===== src/rtl/game_flow_controller_pkg.sv =====
// Shared types and defaults for the game sequencer and the score counter it drives.
package game_flow_controller_pkg;

    // Phase seen by the score counter.
    typedef enum logic [1:0] {
        IDLE = 2'd0,
        RUN  = 2'd1,
        WIN  = 2'd2,
        OVER = 2'd3
    } state_t;

    // Internal sequencer phase; several of these map onto one state_t.
    typedef enum logic [2:0] {
        CS_READY     = 3'd0,
        CS_COUNTDOWN = 3'd1,
        CS_RUN       = 3'd2,
        CS_HIT_HOLD  = 3'd3,
        CS_PAUSE     = 3'd4,
        CS_WIN       = 3'd5,
        CS_DONE      = 3'd6
    } ctrl_state_t;

    localparam int TICK_CYCLES_12MHZ     = 12_000_000;
    localparam int HIT_HOLD_CYCLES_12MHZ = 6_000_000;
    localparam int COUNT_SECS_DEFAULT    = 3;
    localparam int WIN_SCORE_DEFAULT     = 99;

    // Pause presents OVER so the score counter freezes score and BCD digits.
    function automatic state_t present_state(input ctrl_state_t cs);
        present_state = OVER;
        case (cs)
            CS_READY, CS_COUNTDOWN: present_state = IDLE;
            CS_RUN, CS_HIT_HOLD:    present_state = RUN;
            CS_WIN:                 present_state = WIN;
            default:                present_state = OVER;
        endcase
    endfunction

endpackage


===== src/rtl/game_flow_controller_if.sv =====
// Button/collision/score inputs and phase outputs of the game sequencer.
interface game_flow_controller_if;
    import game_flow_controller_pkg::*;

    logic       start_i;
    logic       pause_i;
    logic       collision_i;
    logic [6:0] score_i;
    state_t     state_o;
    logic       collision_o;
    logic [1:0] countdown_o;
    logic       paused_o;
    logic       hit_hold_o;

    // Side that supplies buttons/score and watches the phase.
    modport master (
        output start_i, pause_i, collision_i, score_i,
        input  state_o, collision_o, countdown_o, paused_o, hit_hold_o
    );

    // The sequencer itself.
    modport slave (
        input  start_i, pause_i, collision_i, score_i,
        output state_o, collision_o, countdown_o, paused_o, hit_hold_o
    );
endinterface


===== src/rtl/rise_edge_detect.sv =====
// Rising-edge detector against a one-cycle delayed copy. A level already high
// when reset releases is not an edge: the input must be seen low first.
module rise_edge_detect (
    input  logic clk,
    input  logic reset,
    input  logic d,
    output logic pulse
);
    logic d_q;
    logic armed_q;

    // Delay register plus "seen low since reset" flag.
    always_ff @(posedge clk or negedge reset) begin
        if (!reset) begin
            // NOTE: non-blocking assignments keep every flop sampling pre-edge values, regardless of statement order.
            d_q     <= 1'b0;
            armed_q <= 1'b0;
        end else begin
            d_q     <= d;
            armed_q <= armed_q | ~d;
        end
    end

    assign pulse = d & ~d_q & armed_q;
endmodule


===== src/rtl/game_flow_controller.sv =====
// Game sequencer: ready -> 3-2-1 countdown -> run -> win/over, with pause
// and a post-collision grace window. Drives the score counter's phase input.
module game_flow_controller
    import game_flow_controller_pkg::*;
#(
    parameter int TICK_CYCLES     = TICK_CYCLES_12MHZ,
    parameter int COUNT_SECS      = COUNT_SECS_DEFAULT,
    parameter int HIT_HOLD_CYCLES = HIT_HOLD_CYCLES_12MHZ,
    parameter int WIN_SCORE       = WIN_SCORE_DEFAULT
) (
    input logic                  clk,
    input logic                  reset,
    game_flow_controller_if.slave bus
);
    localparam int TICK_W = (TICK_CYCLES > 1) ? $clog2(TICK_CYCLES) : 1;
    localparam int HOLD_W = (HIT_HOLD_CYCLES > 1) ? $clog2(HIT_HOLD_CYCLES) : 1;
    localparam logic [TICK_W-1:0] TICK_LAST  = TICK_W'(TICK_CYCLES - 1);
    localparam logic [HOLD_W-1:0] HOLD_LAST  = HOLD_W'(HIT_HOLD_CYCLES - 1);
    localparam logic [1:0]        COUNT_INIT = 2'(COUNT_SECS);
    localparam logic [6:0]        WIN_THRESH = 7'(WIN_SCORE);

    logic start_edge, pause_edge, coll_edge;

    rise_edge_detect u_start_edge (.clk(clk), .reset(reset), .d(bus.start_i),     .pulse(start_edge));
    rise_edge_detect u_pause_edge (.clk(clk), .reset(reset), .d(bus.pause_i),     .pulse(pause_edge));
    rise_edge_detect u_coll_edge  (.clk(clk), .reset(reset), .d(bus.collision_i), .pulse(coll_edge));

    ctrl_state_t       ctrl_q, ctrl_d;
    logic [TICK_W-1:0] tick_q, tick_d;
    logic [HOLD_W-1:0] hold_q, hold_d;
    logic [1:0]        count_q, count_d;
    logic              coll_d;
    state_t            state_q;
    logic              coll_q, paused_q, hit_hold_q;

    // State, counters and all outputs update on the same edge.
    always_ff @(posedge clk or negedge reset) begin
        if (!reset) begin
            ctrl_q     <= CS_READY;
            tick_q     <= '0;
            hold_q     <= '0;
            count_q    <= '0;
            state_q    <= IDLE;
            coll_q     <= 1'b0;
            paused_q   <= 1'b0;
            hit_hold_q <= 1'b0;
        end else begin
            ctrl_q     <= ctrl_d;
            tick_q     <= tick_d;
            hold_q     <= hold_d;
            count_q    <= count_d;
            state_q    <= present_state(ctrl_d);
            coll_q     <= coll_d;
            paused_q   <= (ctrl_d == CS_PAUSE);
            hit_hold_q <= (ctrl_d == CS_HIT_HOLD);
        end
    end

    // Next-state, counter and collision-pulse decode.
    always_comb begin
        // NOTE: every always_comb target gets a default first so no path can infer a latch.
        ctrl_d  = ctrl_q;
        tick_d  = tick_q;
        hold_d  = hold_q;
        count_d = count_q;
        coll_d  = 1'b0;
        case (ctrl_q)
            CS_READY: begin
                if (start_edge) begin
                    ctrl_d  = CS_COUNTDOWN;
                    count_d = COUNT_INIT;
                    tick_d  = '0;
                end
            end
            CS_COUNTDOWN: begin
                if (tick_q == TICK_LAST) begin
                    tick_d = '0;
                    if (count_q == 2'd1) begin
                        ctrl_d  = CS_RUN;
                        count_d = 2'd0;
                    end else begin
                        count_d = count_q - 2'd1;
                    end
                end else begin
                    tick_d = tick_q + 1'b1;
                end
            end
            CS_RUN: begin
                if (bus.score_i == 7'd0) begin
                    ctrl_d = CS_DONE;
                end else if (bus.score_i >= WIN_THRESH) begin
                    ctrl_d = CS_WIN;
                end else if (pause_edge) begin
                    ctrl_d = CS_PAUSE;
                end else if (coll_edge) begin
                    ctrl_d = CS_HIT_HOLD;
                    coll_d = 1'b1;
                    hold_d = '0;
                end
            end
            CS_HIT_HOLD: begin
                if (bus.score_i == 7'd0) begin
                    ctrl_d = CS_DONE;
                end else if (bus.score_i >= WIN_THRESH) begin
                    ctrl_d = CS_WIN;
                end else if (hold_q == HOLD_LAST) begin
                    ctrl_d = CS_RUN;
                end else begin
                    hold_d = hold_q + 1'b1;
                end
            end
            CS_PAUSE: begin
                // Quit beats resume when both buttons rise together.
                if (start_edge) begin
                    ctrl_d = CS_READY;
                end else if (pause_edge) begin
                    ctrl_d = CS_RUN;
                end
            end
            CS_WIN, CS_DONE: begin
                if (start_edge) begin
                    ctrl_d  = CS_COUNTDOWN;
                    count_d = COUNT_INIT;
                    tick_d  = '0;
                end
            end
            default: ctrl_d = CS_READY;
        endcase
    end

    assign bus.state_o     = state_q;
    assign bus.collision_o = coll_q;
    assign bus.countdown_o = count_q;
    assign bus.paused_o    = paused_q;
    assign bus.hit_hold_o  = hit_hold_q;
endmodule


===== src/flat_wrapper.sv =====
// flat-port wrapper written by rule: the top's interface ports become plain ports
module game_flow_controller_flat import game_flow_controller_pkg::*;
#(
    parameter int TICK_CYCLES     = TICK_CYCLES_12MHZ,
    parameter int COUNT_SECS      = COUNT_SECS_DEFAULT,
    parameter int HIT_HOLD_CYCLES = HIT_HOLD_CYCLES_12MHZ,
    parameter int WIN_SCORE       = WIN_SCORE_DEFAULT
)
  (clk, reset, bus_start_i, bus_pause_i, bus_collision_i, bus_score_i, bus_state_o, bus_collision_o, bus_countdown_o, bus_paused_o, bus_hit_hold_o);
  game_flow_controller_if bus_i ();
  input logic clk;
  input logic reset;
  input wire logic [$bits(bus_i.start_i)-1:0] bus_start_i;
  input wire logic [$bits(bus_i.pause_i)-1:0] bus_pause_i;
  input wire logic [$bits(bus_i.collision_i)-1:0] bus_collision_i;
  input wire logic [$bits(bus_i.score_i)-1:0] bus_score_i;
  output wire logic [$bits(bus_i.state_o)-1:0] bus_state_o;
  output wire logic [$bits(bus_i.collision_o)-1:0] bus_collision_o;
  output wire logic [$bits(bus_i.countdown_o)-1:0] bus_countdown_o;
  output wire logic [$bits(bus_i.paused_o)-1:0] bus_paused_o;
  output wire logic [$bits(bus_i.hit_hold_o)-1:0] bus_hit_hold_o;
  assign bus_i.start_i = bus_start_i;
  assign bus_i.pause_i = bus_pause_i;
  assign bus_i.collision_i = bus_collision_i;
  assign bus_i.score_i = bus_score_i;
  assign bus_state_o = bus_i.state_o;
  assign bus_collision_o = bus_i.collision_o;
  assign bus_countdown_o = bus_i.countdown_o;
  assign bus_paused_o = bus_i.paused_o;
  assign bus_hit_hold_o = bus_i.hit_hold_o;
  game_flow_controller #(.TICK_CYCLES(TICK_CYCLES), .COUNT_SECS(COUNT_SECS), .HIT_HOLD_CYCLES(HIT_HOLD_CYCLES), .WIN_SCORE(WIN_SCORE)) u_core (.clk(clk), .reset(reset), .bus(bus_i));
endmodule

===== config.mk =====
export PLATFORM = sky130hd
export DESIGN_NAME = game_flow_controller_flat
export DESIGN_NICKNAME = d
export VERILOG_FILES = /design/src/rtl/game_flow_controller_pkg.sv /design/src/rtl/game_flow_controller_if.sv /design/src/rtl/rise_edge_detect.sv /design/src/rtl/game_flow_controller.sv /design/src/flat_wrapper.sv
export SDC_FILE = /design/constraint.sdc
export NUM_CORES = 1
export LEC_CHECK = 0
export BUFFER_PORTS_ARGS = -buffer_cell sky130_fd_sc_hd__buf_4
export CORE_MARGIN = 8
export CORE_UTILIZATION = 60
export DETAILED_ROUTE_END_ITERATION = 8
export GPL_TIMING_DRIVEN = 0
export PLACE_DENSITY_LB_ADDON = 0.25
export SETUP_SLACK_MARGIN = 0.5
export SLEW_MARGIN = 40
export SYNTH_ARGS = -nofsm -noshare
export SYNTH_HDL_FRONTEND = slang
export SYNTH_HIERARCHICAL = 1
export SYNTH_SLANG_ARGS = --single-unit
export TNS_END_PERCENT = 30

===== constraint.sdc =====
create_clock -name clk -period 3.5 [get_ports clk]
set_input_delay 0 -clock clk [delete_from_list [all_inputs] [get_ports clk]]
set_output_delay 0 -clock clk [all_outputs]
set_load 0.1 [all_outputs]

==> qor.log <==
[worst_setup_path] Top delay family on crit path simple AND/OR/NAND/NOR gates
[placed_design] Buffers on Ports 18
[logic_synthesis] average size of a mapped cell 9.205 µm²
[worst_setup_path] worst r2r path cells 8
[global_route] first-pass GRT wire length 13040 µm
[pwr] total power 1.843 mW
[worst_setup_path] endpoint kind of the worst setup timing path flip-flop
[timing] post-layout min period 2.874 ns
[pwr] power density cells 476.7 nW/µm²
[clocking] Clock Latency Late Sink 0.33 ns
[clocking] TritonCTS clock tree done
[global_route] largest net degree at the start of global routing 64
[die] die area 8287 µm²
[timing] period utilization 82.11%
[logic_synthesis] Synthesized Nets 382
[worst_setup_path] maximum fanout encountered on the critical timing path 10
[worst_setup_path] Req. time, crit path 3.75 ns
[finish] net count of the finished layout 416
[timing] final worst slack 0.6260 ns
[die] Core ar. 5473 µm²
[logic_synthesis] distinct cell type count of the synthesized netlist 58
[pwr] peak supply drop 0.3763 mV
[logic_synthesis] number of synthesized flops with an enable pin 0
[run_status] outcome finished, final reports clean
[logic_synthesis] Cells after Synth 367
[hold_path] class of the tightest hold or removal check primary input to asynchronous set/reset pin
[global_route] vias in the first global route 2884
[worst_setup_path] number of buffers and inverters on the critical path 1
[logic_synthesis] Primary FF master, synth sky130_fd_sc_hd__dfrtp_1
[clocking] htree depth 3
[finish] layout overhead on the synthesized area 14.44%
[finish] final standard cell utilization of the core 70.64%
[routing] vias after detailed routing 2991
[flow_run] max-cap violations 0
[logic_synthesis] count of synthesis-stage warnings from yosys 6
[routing] DRC violation count after routing 0
[routing] TritonRoute pass-1 iters 5
[clocking] cell chosen for the clock root sky130_fd_sc_hd__clkbuf_8
[die] Core Rows 27
[worst_setup_path] reg-to-reg setup timing slack 0.63 ns
[clocking] maximum clock path buffer count 2
[routing] initial drt markers 163
[finish] antenna diode count 0
[worst_setup_path] Largest stage delay, worst path 0.60 ns
[die] number of ports placed on the die boundary 19
[timing] setup repair after global routing missed its margin true
[worst_setup_path] nature of the critical path startpoint flip-flop
[timing] Least-Margin Pin Slew 0.6535 ns
[clocking] cts bufs inserted 9
[routing] WL final 7558 µm
[logic_synthesis] synthesized cell area 3378 µm²
[worst_setup_path] slowest stage cell on the critical path sky130_fd_sc_hd__or4b_1
[clocking] clock sink count 63
[routing] average wire per cell in the routed design 15.81 µm
[worst_setup_path] FF-to-FF Start u_core/tick_q[8]
[global_route] combined global-route utilization of all metal layers 18.84%
[die] initial standard-cell utilization of the core 61.73%
[worst_setup_path] critical path type flip-flop to flip-flop
[timing] Final Skew 0.007538 ns
[placed_design] routability-driven placement congestion ratio 0.8734
[routing] antenna violation net count after detailed routing 0
[timing] FMAX 348.0 MHz
[finish] fraction of final layout cells with drive strength greater than 1 12.07%
[global_route] leftover overflow at the end of global routing 0
[pwr] total leakage power 1.685 nW
[worst_setup_path] endpoint of the worst-slack reg-to-reg timing path u_core/hold_q[17]
[global_route] initial antenna violation count 0
[timing] Fin Setup TNS 0 ns
[placed_design] worst slack at placement 0.4805 ns
[finish] area occupied by multi-input gates 1725 µm²
[routing] vias per inst 6.257
[timing] Final setup viols 0
[finish] register area 1577 µm²
[timing] Max Transition Viols Final 0
[die] Die Wd 91.04 µm
[logic_synthesis] register bit count reported by yosys 63
[timing] normalized max-slew margin 56.03%
[worst_setup_path] critical-path cell list or4b_1, nor3b_4, and4_1, o211ai_2, a21o_1, buf_4, nor4_1, mux2i_1
[worst_setup_path] arrival time of the worst setup path 3.13 ns
[placed_design] Post-DP HPWL 5149 µm
[die] overall die height 91.04 µm
[logic_synthesis] share of synthesized area occupied by flip-flops and latches 46.67%
[finish] Filler cells 427
[timing] final hold violations 0
[clocking] Clock Pin Slew Worst Setup and Hold Paths 0.07 ns
[logic_synthesis] fraction of registers with async set/reset 100.0%
-- Yosys cell counts (3+ instances only) --
cell | instances | area (µm²)
sky130_fd_sc_hd__o31ai_1 | 9 | 67.56
sky130_fd_sc_hd__o21a_1 | 3 | 22.52
sky130_fd_sc_hd__a31o_2 | 3 | 26.28
sky130_fd_sc_hd__o41ai_1 | 3 | 26.28
sky130_fd_sc_hd__mux2i_1 | 4 | 40.04
sky130_fd_sc_hd__and3_1 | 12 | 75.07
sky130_fd_sc_hd__nor2b_1 | 7 | 43.79
sky130_fd_sc_hd__or4_1 | 7 | 52.55
sky130_fd_sc_hd__nor2_1 | 14 | 52.55
sky130_fd_sc_hd__and2_1 | 4 | 25.02
sky130_fd_sc_hd__o21ai_0 | 32 | 160.2
sky130_fd_sc_hd__nand3_1 | 18 | 90.09
sky130_fd_sc_hd__nand2b_1 | 10 | 62.56
sky130_fd_sc_hd__nand4_1 | 9 | 56.30
sky130_fd_sc_hd__nor3_1 | 8 | 40.04
sky130_fd_sc_hd__xor2_1 | 3 | 26.28
sky130_fd_sc_hd__and3b_1 | 3 | 26.28
sky130_fd_sc_hd__nor4_1 | 4 | 25.02
sky130_fd_sc_hd__a31oi_1 | 11 | 68.82
sky130_fd_sc_hd__ha_1 | 3 | 37.54
sky130_fd_sc_hd__a21oi_1 | 23 | 115.1
sky130_fd_sc_hd__nand2_1 | 49 | 183.9
sky130_fd_sc_hd__dfrtp_1 | 63 | 1577
sky130_fd_sc_hd__inv_1 | 11 | 41.29
sky130_fd_sc_hd__clkbuf_1 | 7 | 26.28
sky130_fd_sc_hd__a22o_1 | 3 | 26.28
sky130_fd_sc_hd__or3_1 | 7 | 43.79
-- flip-flops by register name, indices dropped and copies added (netlist names) --
| signal | count |
|---|---|
| u_core/hold_q | 23 |
| u_core/u_start_edge/armed_q | 1 |
| u_core/bus.paused_o | 1 |
| u_core/u_pause_edge/armed_q | 1 |
| u_core/u_pause_edge/d_q | 1 |
| u_core/bus.collision_o | 1 |
| u_core/u_coll_edge/d_q | 1 |
| u_core/u_coll_edge/armed_q | 1 |
| u_core/u_start_edge/d_q | 1 |
| u_core/bus.hit_hold_o | 1 |
| u_core/tick_q | 24 |
| u_core/bus.countdown_o | 2 |
| u_core/bus.state_o | 2 |
| u_core/ctrl_q | 3 |
-- routing by layer --
metal  part of all wire, %  track usage, %  vias up
met5                     0               0        -
met4                   1.8           8.731        0
met3                   6.1           4.033       15
met2                    48           31.02      102
met1                    44           23.13     1436
li1                      -               -     1438
-- how the worst max path moves through the flow --
| stage | startpoint | endpoint | slack, ns | cells after the start |
|---|---|---|---|---|
| 2_1_floorplan | u_core/bus.countdown_o[0] | u_core/hold_q[15] | 0.81 | 8 |
| 4_1_cts | u_core/tick_q[8] | u_core/hold_q[7] | 0.53 | 9 |
| 3_3_place_gp | u_core/tick_q[8] | u_core/hold_q[13] | 0.57 | 9 |
| 3_5_place_dp | u_core/tick_q[0] | u_core/hold_q[7] | 0.48 | 10 |
| 5_1_grt | u_core/tick_q[8] | u_core/hold_q[13] | 0.49 | 9 |
| 6_report | u_core/tick_q[8] | u_core/hold_q[17] | 0.63 | 8 |
-- logic make-up after synthesis --
family          synth area share [%]
buf+inv                        2.815
flops                          46.67
fa+ha+maj                      1.408
simple gates                   26.56
compound gates                 20.26
xor+xnor                      0.7779
mux                            1.519
-- area by class of cell --
class / count / area share [%]
plain buffers: 10 / 1.359
clock buffers: 12 / 3.754
clock inverters: 4 / 1.165
repair buffers: 23 / 4.822
flip-flops and latches: 63 / 40.78
well taps: 72 / 2.330
inverters: 12 / 1.165
multi-input cells: 282 / 44.63
-- layout by cell type (no fill, tap or decap), drive strengths merged, types with 4 or more instances in the layout --
cell | Yosys | layout
a21oi | 23 | 23
a31oi | 11 | 11
and2 | 5 | 5
and3 | 12 | 12
buf | 3 | 21
clkbuf | 7 | 20
clkinv | 1 | 4
dfrtp | 63 | 63
dlygate4sd3 | 0 | 4
inv | 11 | 11
mux2i | 4 | 4
nand2 | 49 | 49
nand2b | 10 | 10
nand3 | 18 | 18
nand4 | 9 | 9
nor2 | 14 | 14
nor2b | 7 | 7
nor3 | 9 | 9
nor4 | 4 | 4
o21ai | 32 | 32
o31ai | 9 | 9
or3 | 7 | 7
or4 | 7 | 7
-- power breakdown --
group	internal, mW	switching, mW
clock	0.345	0.268
sequential	0.814	0.0981
combinational	0.110	0.207
total	1.27	0.573
-- through the flow --
stage / hold WS, ns / instances / area [µm²]
final: 0.2210 / 478 / 3866
after global routing: 0.2802 / 478 / 3866
after global placement: 0.1237 / 457 / 3603
after CTS: 0.2941 / 477 / 3840
after detailed placement: 0.1272 / 457 / 3603
after floorplan: -0.2956 / 367 / 3378
-- repair_timing --
action                                 4_1_cts  5_1_grt
setup endpoints to repair                    3       18
setup buffers                                0        1
endpoints found under the hold margin       69        0
hold buffers                                 4        0
pin swaps                                    0        2
resized for setup                            1        3
(Power assumes the default switching activity.)
